$ cat src/rtl/pi_ctrl_if.sv
// Signal bundle for the PI regulator: run control, setpoint/feedback, gains, output and debug state.
interface pi_ctrl_if;
  logic               en_i;
  logic signed [15:0] ref_i;
  logic signed [15:0] feed_i;
  logic        [31:0] Kp;
  logic        [31:0] Ki;
  logic signed [15:0] out;
  logic        [3:0]  stage;
  logic signed [31:0] e;
  logic signed [31:0] e_p;
  logic signed [31:0] e_i;
  logic signed [41:0] e_int;
  logic signed [41:0] e_int_prev;
  logic        [1:0]  sat_dir;
  logic               accum_e_int;

  modport master (
    output en_i, ref_i, feed_i, Kp, Ki,
    input  out, stage, e, e_p, e_i, e_int, e_int_prev, sat_dir, accum_e_int
  );

  modport slave (
    input  en_i, ref_i, feed_i, Kp, Ki,
    output out, stage, e, e_p, e_i, e_int, e_int_prev, sat_dir, accum_e_int
  );
endinterface

$ cat src/rtl/pi_ctrl.sv
// Fixed-point PI regulator, one update per four-stage pass, with conditional-integration
// anti-windup on the integrator.
module pi_ctrl #(
  parameter int unsigned KP_FRAC   = 16,
  parameter int unsigned KI_FRAC   = 16,
  parameter int unsigned INT_SHIFT = 10,
  parameter int signed   OUT_MAX   = 32767,
  parameter int signed   OUT_MIN   = -32768
) (
  input logic       clk,
  input logic       rst_n,
  pi_ctrl_if.slave  bus
);

  typedef enum logic [3:0] {
    StLatch = 4'd0,
    StMul   = 4'd1,
    StInt   = 4'd2,
    StOut   = 4'd3
  } stage_e;

  localparam logic signed [42:0] IntMax  = (43'sd1 <<< 41) - 43'sd1;
  localparam logic signed [42:0] IntMin  = -(43'sd1 <<< 41);
  localparam logic signed [42:0] OutMaxW = 43'(OUT_MAX);
  localparam logic signed [42:0] OutMinW = 43'(OUT_MIN);

  function automatic logic signed [31:0] sat32(input logic signed [63:0] v);
    if (v > 64'sh0000_0000_7FFF_FFFF) begin
      return 32'sh7FFF_FFFF;
    end else if (v < 64'shFFFF_FFFF_8000_0000) begin
      return 32'sh8000_0000;
    end
    return v[31:0];
  endfunction

  stage_e             stage_q;
  logic signed [31:0] e_q, e_p_q, e_i_q;
  logic signed [41:0] e_int_q, e_int_prev_q;
  logic signed [15:0] out_q;
  logic        [1:0]  sat_q;
  logic               accum_q;

  logic signed [31:0] e_d, e_p_d, e_i_d;
  logic signed [63:0] prod_p, prod_i, shr_p, shr_i;
  logic signed [42:0] int_sum;
  logic signed [41:0] e_int_d, int_sh;
  logic               accum_d;
  logic signed [42:0] out_sum;
  logic signed [15:0] out_d;
  logic        [1:0]  sat_d;

  always_comb begin
    e_d = {{16{bus.ref_i[15]}}, bus.ref_i} - {{16{bus.feed_i[15]}}, bus.feed_i};

    // Gains are unsigned, so zero-extend them before the signed 64-bit product.
    prod_p = {{32{e_q[31]}}, e_q} * {32'd0, bus.Kp};
    prod_i = {{32{e_q[31]}}, e_q} * {32'd0, bus.Ki};
    shr_p  = prod_p >>> KP_FRAC;
    shr_i  = prod_i >>> KI_FRAC;
    e_p_d  = sat32(shr_p);
    e_i_d  = sat32(shr_i);

    // Hold the integrator whenever the increment would push further into the clamp.
    accum_d = !((sat_q == 2'b01 && e_i_q > 32'sd0) || (sat_q == 2'b10 && e_i_q < 32'sd0));
    int_sum = {e_int_q[41], e_int_q} + {{11{e_i_q[31]}}, e_i_q};
    if (!accum_d) begin
      e_int_d = e_int_q;
    end else if (int_sum > IntMax) begin
      e_int_d = IntMax[41:0];
    end else if (int_sum < IntMin) begin
      e_int_d = IntMin[41:0];
    end else begin
      e_int_d = int_sum[41:0];
    end

    int_sh  = e_int_q >>> INT_SHIFT;
    out_sum = {{11{e_p_q[31]}}, e_p_q} + {int_sh[41], int_sh};
    if (out_sum > OutMaxW) begin
      out_d = OutMaxW[15:0];
      sat_d = 2'b01;
    end else if (out_sum < OutMinW) begin
      out_d = OutMinW[15:0];
      sat_d = 2'b10;
    end else begin
      out_d = out_sum[15:0];
      sat_d = 2'b00;
    end
  end

  always_ff @(posedge clk) begin
    if (!rst_n) begin
      stage_q      <= StLatch;
      e_q          <= '0;
      e_p_q        <= '0;
      e_i_q        <= '0;
      e_int_q      <= '0;
      e_int_prev_q <= '0;
      out_q        <= '0;
      sat_q        <= '0;
      accum_q      <= 1'b0;
    end else if (!bus.en_i) begin
      stage_q <= StLatch;
    end else begin
      case (stage_q)
        StLatch: begin
          e_q     <= e_d;
          stage_q <= StMul;
        end
        StMul: begin
          e_p_q   <= e_p_d;
          e_i_q   <= e_i_d;
          stage_q <= StInt;
        end
        StInt: begin
          e_int_prev_q <= e_int_q;
          accum_q      <= accum_d;
          e_int_q      <= e_int_d;
          stage_q      <= StOut;
        end
        StOut: begin
          out_q   <= out_d;
          sat_q   <= sat_d;
          stage_q <= StLatch;
        end
        default: stage_q <= StLatch;
      endcase
    end
  end

  assign bus.out         = out_q;
  assign bus.stage       = stage_q;
  assign bus.e           = e_q;
  assign bus.e_p         = e_p_q;
  assign bus.e_i         = e_i_q;
  assign bus.e_int       = e_int_q;
  assign bus.e_int_prev  = e_int_prev_q;
  assign bus.sat_dir     = sat_q;
  assign bus.accum_e_int = accum_q;

endmodule

$ cat src/flat_wrapper.sv
// flat-port wrapper written by rule: the top's interface ports become plain ports
module pi_ctrl_flat 
#(
  parameter int unsigned KP_FRAC   = 16,
  parameter int unsigned KI_FRAC   = 16,
  parameter int unsigned INT_SHIFT = 10,
  parameter int signed   OUT_MAX   = 32767,
  parameter int signed   OUT_MIN   = -32768
)
  (clk, rst_n, bus_en_i, bus_ref_i, bus_feed_i, bus_Kp, bus_Ki, bus_out, bus_stage, bus_e, bus_e_p, bus_e_i, bus_e_int, bus_e_int_prev, bus_sat_dir, bus_accum_e_int);
  pi_ctrl_if bus_i ();
  input logic clk;
  input logic rst_n;
  input wire logic [$bits(bus_i.en_i)-1:0] bus_en_i;
  input wire logic [$bits(bus_i.ref_i)-1:0] bus_ref_i;
  input wire logic [$bits(bus_i.feed_i)-1:0] bus_feed_i;
  input wire logic [$bits(bus_i.Kp)-1:0] bus_Kp;
  input wire logic [$bits(bus_i.Ki)-1:0] bus_Ki;
  output wire logic [$bits(bus_i.out)-1:0] bus_out;
  output wire logic [$bits(bus_i.stage)-1:0] bus_stage;
  output wire logic [$bits(bus_i.e)-1:0] bus_e;
  output wire logic [$bits(bus_i.e_p)-1:0] bus_e_p;
  output wire logic [$bits(bus_i.e_i)-1:0] bus_e_i;
  output wire logic [$bits(bus_i.e_int)-1:0] bus_e_int;
  output wire logic [$bits(bus_i.e_int_prev)-1:0] bus_e_int_prev;
  output wire logic [$bits(bus_i.sat_dir)-1:0] bus_sat_dir;
  output wire logic [$bits(bus_i.accum_e_int)-1:0] bus_accum_e_int;
  assign bus_i.en_i = bus_en_i;
  assign bus_i.ref_i = bus_ref_i;
  assign bus_i.feed_i = bus_feed_i;
  assign bus_i.Kp = bus_Kp;
  assign bus_i.Ki = bus_Ki;
  assign bus_out = bus_i.out;
  assign bus_stage = bus_i.stage;
  assign bus_e = bus_i.e;
  assign bus_e_p = bus_i.e_p;
  assign bus_e_i = bus_i.e_i;
  assign bus_e_int = bus_i.e_int;
  assign bus_e_int_prev = bus_i.e_int_prev;
  assign bus_sat_dir = bus_i.sat_dir;
  assign bus_accum_e_int = bus_i.accum_e_int;
  pi_ctrl #(.KP_FRAC(KP_FRAC), .KI_FRAC(KI_FRAC), .INT_SHIFT(INT_SHIFT), .OUT_MAX(OUT_MAX), .OUT_MIN(OUT_MIN)) u_core (.clk(clk), .rst_n(rst_n), .bus(bus_i));
endmodule
$ cat config.mk
export PLATFORM = sky130hd
export DESIGN_NAME = pi_ctrl_flat
export DESIGN_NICKNAME = d
export VERILOG_FILES = /design/src/rtl/pi_ctrl_if.sv /design/src/rtl/pi_ctrl.sv /design/src/flat_wrapper.sv
export SDC_FILE = /design/constraint.sdc
export NUM_CORES = 2
export LEC_CHECK = 0
export BUFFER_PORTS_ARGS = -buffer_cell sky130_fd_sc_hd__buf_2
export CAP_MARGIN = 10
export CORE_UTILIZATION = 45
export CTS_BUF_LIST = sky130_fd_sc_hd__clkbuf_2
export CTS_CLUSTER_DIAMETER = 80
export CTS_CLUSTER_SIZE = 12
export DETAILED_ROUTE_END_ITERATION = 8
export GPL_TIMING_DRIVEN = 0
export SLEW_MARGIN = 40
export SYNTH_ARGS = -nofsm -noshare
export SYNTH_HDL_FRONTEND = slang
export SYNTH_SLANG_ARGS = --single-unit
$ cat constraint.sdc
create_clock -name clk -period 13.85 [get_ports clk]
set_clock_uncertainty 0.1 [all_clocks]
set_input_delay 0.6925 -clock clk [delete_from_list [all_inputs] [get_ports clk]]
set_output_delay 0.6925 -clock clk [all_outputs]
set_load 0.02 [all_outputs]
# == Word-level counts from Yosys, hierarchy flattened ==
# Index checks and enable logic that the tools add are counted.
# totals
inputBits,99
elab_cells,58
register_bits,188
out_inout_bits,203
# classes
n_lt_le_gt_ge,10
mul,2
bitwise,1
n_mux,17
eq_ne,5
reduce_logical,11
add_sub_neg,3
# op_table
op,n
$mux W32,6
$mul A17 B33 Y50,2
$gt A48 B32 Y1 const B,2
$lt A48 B32 Y1 const B,2
$mux W42,2
$add A42 B32 Y43,1
$gt A43 B16 Y1 const B,1
$gt A43 B42 Y1 const B,1
$lt A43 B16 Y1 const B,1
$lt A43 B42 Y1 const B,1
$add A32 B32 Y33,1
$gt A32 B1 Y1 const B,1
$lt A32 B1 Y1 const B,1
$mux W16,2
$sub A16 B16 Y17,1
$reduce_and A2 Y1,5
$eq A4 B2 Y1 const B,2
$pmux W2 S3,1
$eq A4 B1 Y1 const B,1
$logic_not A4 Y1,1
$mux W1,4
$mux W2,2
$reduce_and A3 Y1,1
$eq A2 B1 Y1 const B,1
other kinds (5),6

# == Longest topological paths before layout ==
# depth
ltp_word,5
depth_mapped,28
mapped_depth_nobuf,25

# == Least setup slack after synthesis ==
# Ideal clock, no wire load.
# synth_path
kind,reg2reg
from,register u_core.bus.e[16] (netlist name)
to,register u_core.e_i_q[18] (netlist: u_core.bus.e_i[18])
setup_ps,132
path_buffers,2
path_stages_with_launch,25
synth_period_minus_slack_ps,7561
t_arrival_ps,7328
slack_ps,6289
required_ps,13618
cell_sequence,dfxtp_1 -> inv_2 -> clkbuf_1 -> nor2_1 -> fa_1 -> fa_1 -> fa_1 -> fa_1 -> fa_1 -> inv_1 -> fa_1 -> inv_1 -> ha_1 -> nand3_1 -> or2_1 -> a311oi_1 -> a221oi_2 -> o2111ai_1 -> a41oi_1 -> o41ai_2 -> a21oi_1 -> mux2_2 -> clkbuf_1 -> o311ai_0 -> a21oi_1
# synth_between
elab_chain_len,5
word_cells_on_any_way,7
classes_between,mul (1); order compare (2); mux (4)
# synth_rtl
element,line,text
$mul A17 B33 Y50 *,pi_ctrl.sv:57,"prod_i = {{32{e_q[31]}}, e_q} * {32'd0, bus.Ki};"
$lt A48 B32 Y1,pi_ctrl.sv:30,end else if (v < 64'shFFFF_FFFF_8000_0000) begin
$mux W1,pi_ctrl.sv:30,
$mux W1,pi_ctrl.sv:28,if (v > 64'sh0000_0000_7FFF_FFFF) begin
$mux W32 *,pi_ctrl.sv:33,return v[31:0];
end signal: assignment,pi_ctrl.sv:111,e_i_q <= e_i_d;
end: declaration,pi_ctrl.sv:37,"logic signed [31:0] e_q, e_p_q, e_i_q;"
# Every way passes the cells marked *; elsewhere a longest branch is shown, timed or not.
# A chain may end at the register's enable or synchronous reset.

# == Worst setup path after layout ==
# layout_path
from,register u_core.bus.e[16] (netlist name)
to,register u_core.e_i_q[6] (netlist: u_core.bus.e_i[6])
# layout_between
elab_chain_len,5
word_cells_on_any_way,7
classes_between,mul (1); order compare (2); mux (4)
# layout_rtl
element,line
$mul A17 B33 Y50 *,pi_ctrl.sv:57
$lt A48 B32 Y1,pi_ctrl.sv:30
$mux W1,pi_ctrl.sv:30
$mux W1,pi_ctrl.sv:28
$mux W32 *,pi_ctrl.sv:33
# Marked as above.

==> flow_summary_export.csv <==
group,metric,value,unit
clock_network,cts_root_buf,"clkbuf_2",
power_and_ir_drop,p_clk_share,4.7,%
sta,fin_crit_sh,68.94,%
synthesis,syn_inst,5474,
clock_network,cts_buffers,17,
sta,setup_viol,0,
sta,worst_slew_pin_slew,0.9471,ns
flow_run,maxCapViolCount,0,
sta,final-max-slew-violation-count,0,
synthesis,synthFlopType,"dfxtp_1",
cells_and_area,final_common_cell,"inv_1",
detailed_routing,routedWlPerCell,21.38,um
detailed_routing,drc,0,
sta,holdWs,0.1764,ns
synthesis,avgSynthCellArea,8.510,um2
synthesis,synthTopCellsByArea,"fa_1 (39%), ha_1 (11%), inv_1 (9.0%), dfxtp_1 (8.0%), and2_1 (6.4%)",
placement,place_inst,7142,
power_and_ir_drop,leakagePower,26.08,nW
detailed_routing,highest_layer,"met5",
sta,tns,0,ns
power_and_ir_drop,p_sw,4.191,mW
cells_and_area,post-route-util,49.46,%
floorplan,core-area,102200,um2
placement,hpwlAfterDp,128000,um
worst_setup_path,critical_path_required,14.66,ns
detailed_routing,vias,38517,
cells_and_area,layout.cells.non_filler,7219,
floorplan,core.rowCount,117,
power_and_ir_drop,vdd_drop_max,0.1716,mV
power_and_ir_drop,totalPowerFinal,7.139,mW
placement,place_congestion,0.9617,
synthesis,synthDominantCellAreaShare,38.63,%
floorplan,die-area,104800,um2
min_path,hp-class,"primary input to register",
synthesis,synth_cell_type_count,90,
detailed_routing,antenna_left,0,
sta,rsz0062_at_grt,"false",
clock_network,clk_latency,1.12,ns
power_and_ir_drop,swShare,58.70,%
clock_network,cts.htree.levels,4,
synthesis,mappedNetlistArea,46590,um2
worst_setup_path,crit_path_end_kind,"register",
power_and_ir_drop,pwr-share-seq,8.5,%
detailed_routing,wl,154300,um
floorplan,pin_count,302,
global_routing,antenna_found_initial,13,
worst_setup_path,cp-start-kind,"register",
synthesis,async_reset_ff_share,0,%
worst_setup_path,crit_fanout,22,
detailed_routing,wl_met2,71370,um
synthesis,ys_ff_latch,186,
cells_and_area,drive_gt1_share,7.355,%
global_routing,grt_pass1_wl,239300,um
clock_network,clkSlewWorstSetupHoldPaths,0.50,ns
global_routing,grt_usage,30.47,%
detailed_routing,drt_iter0_drc,2929,
placement,io_buffers,298,
sta,max_freq,104.7,MHz
floorplan,die_h,323.8,um
floorplan,die_x,323.8,um
power_and_ir_drop,comb_power_share,86.8,%
worst_setup_path,criticalPathCategory,"register to register",
synthesis,seq_area_frac_synth,7.993,%
power_and_ir_drop,powerDensity,141.3,nW/um2
detailed_routing,dr_wl_met3,12750,um
global_routing,grt-ovfl-total,0,
synthesis,synth_edf_count,0,
clock_network,cts_tree,"built",
synthesis,yosysTopAreaCell,"fa_1",
sta,hold_viol,0,
cells_and_area,syn_to_final_growth,8.484,%
clock_network,cts_max_path_buffers,2,
sta,relSlewSlack,36.86,%
cells_and_area,final_cell_mix,"inv_1 (1112), fa_1 (899), nand2_1 (758)",
global_routing,first_global_vias,39882,
global_routing,grt_start_max_net_pins,23,
detailed_routing,wl_met1,64460,um
cells_and_area,nNetsFinal,7233,
floorplan,start_util,45.59,%
detailed_routing,drt_first_pass_iters,7,
synthesis,yosys_warnings,0,
clock_network,cts.sinks,186,
outcome,status,"completed",
sta,min_period,9.549,ns
worst_setup_path,arrival,10.36,ns
clock_network,cts_setup_buffers,0,
detailed_routing,routed_via_density,5.336,
power_and_ir_drop,power.internal,2.949,mW
-- cell families (layout without fill, tap and decap cells) --
logic type / Yosys count / in the layout / share of synthesized area (%)
AO/OA/AOI/OAI: 772 / 772 / 10.72
buffers and inverters: 1416 / 1787 / 11.64
adder cells (fa/ha/maj): 1330 / 1330 / 50.05
XOR/XNOR: 133 / 133 / 2.500
AND/OR/NAND/NOR: 1629 / 1629 / 16.93
flip-flops: 186 / 186 / 7.993
multiplexers: 7 / 7 / 0.1585
other: 1 / 7 / 0.008050
-- stage by stage --
stage / setup slack [ns] / cell area (um2)
floorplan: 6.289 / 46590
global placement: 3.756 / 49790
detailed placement: 4.337 / 49860
CTS: 4.135 / 50510
global route: 3.809 / 50530
finish: 4.301 / 50540
-- sequential cells by signal, summed over array words and instances, names as in the netlist --
signal / flops
u_core.bus.e_int: 42
u_core.bus.e: 17
u_core.bus.e_i: 32
u_core.bus.e_p: 32
u_core.bus.out: 16
u_core.bus.accum_e_int: 1
u_core.bus.sat_dir: 2
u_core.bus.e_int_prev: 42
u_core.bus.stage: 2
-- cells in the mapped netlist (all sizes together), types with 35 or more instances --
master  instances
fa            899
o21ai         158
o31ai          37
nor2          170
dfxtp         186
and2          477
xor2           55
a211oi         52
a21oi         261
inv          1113
buf            35
nand2         758
a21o           81
xnor2          78
ha            402
clkbuf        267
-- path summary, 6_finish.rpt --
check                             from                        end  slack [ns]  cells past startpoint
min reg2reg  u_core.bus.e_int_prev[38]  u_core.bus.e_int_prev[38]        0.37                      2
max                   u_core.bus.e[16]          u_core.bus.e_i[6]        4.30                     25
max reg2reg           u_core.bus.e[16]          u_core.bus.e_i[6]        4.30                     25
min                     bus_feed_i[14]           u_core.bus.e[15]        0.18                      5
-- area by class of cell --
type | count | area, um2
Clock inverter | 14 | 178.9
Sequential cell | 186 | 3725
Clock buffer | 18 | 90.09
Tap cell | 1368 | 1712
Multi-Input combinational cell | 3873 | 37460
Inverter | 1114 | 4182
Timing Repair Buffer | 339 | 1901
Buffer | 302 | 1277
Antenna cell | 5 | 12.51
Fill cell | 10083 | 51640
-- worst max-delay path: stages, from the launching register on --
cell	delay, ns
dfxtp_2	0.92
inv_2	0.34
clkbuf_2	0.44
nor2_1	0.26
fa_1	0.44
fa_1	0.53
fa_1	0.52
fa_1	0.52
fa_1	0.54
inv_1	0.06
fa_1	0.59
inv_1	0.06
ha_1	0.38
nand4_1	0.10
or2_1	0.27
a311oi_1	0.44
a221oi_2	0.10
clkbuf_4	0.22
o2111ai_1	0.28
a41oi_1	0.27
o41ai_2	0.52
a21oi_1	0.19
xor2_1	0.20
o22ai_1	0.40
clkbuf_1	0.48
a21oi_1	0.14
-- power groups by stage --
stage / logic, mW / registers, mW / clock network, mW
after floorplan: 4.18 / 0.622 / 0
after CTS: 6.15 / 0.606 / 0.348
after global routing: 7.00 / 0.610 / 0.365
final: 6.20 / 0.607 / 0.337
after detailed placement: 6.06 / 0.614 / 0
after global placement: 6.05 / 0.615 / 0
-- routing by layer --
layer / up-vias / GRT usage, %
met5: - / 0
met4: 10 / 10.43
met3: 247 / 6.687
met2: 1422 / 49.75
met1: 19210 / 39.85
li1: 17628 / -
-- what timing repair did --
item,CTS,global route
endpoints found under the setup margin,0,0
resized for setup,0,0
hold buffers,39,0
endpoints found under the hold margin,21,0
No activity file was read; power rests on OpenSTA's default activity.
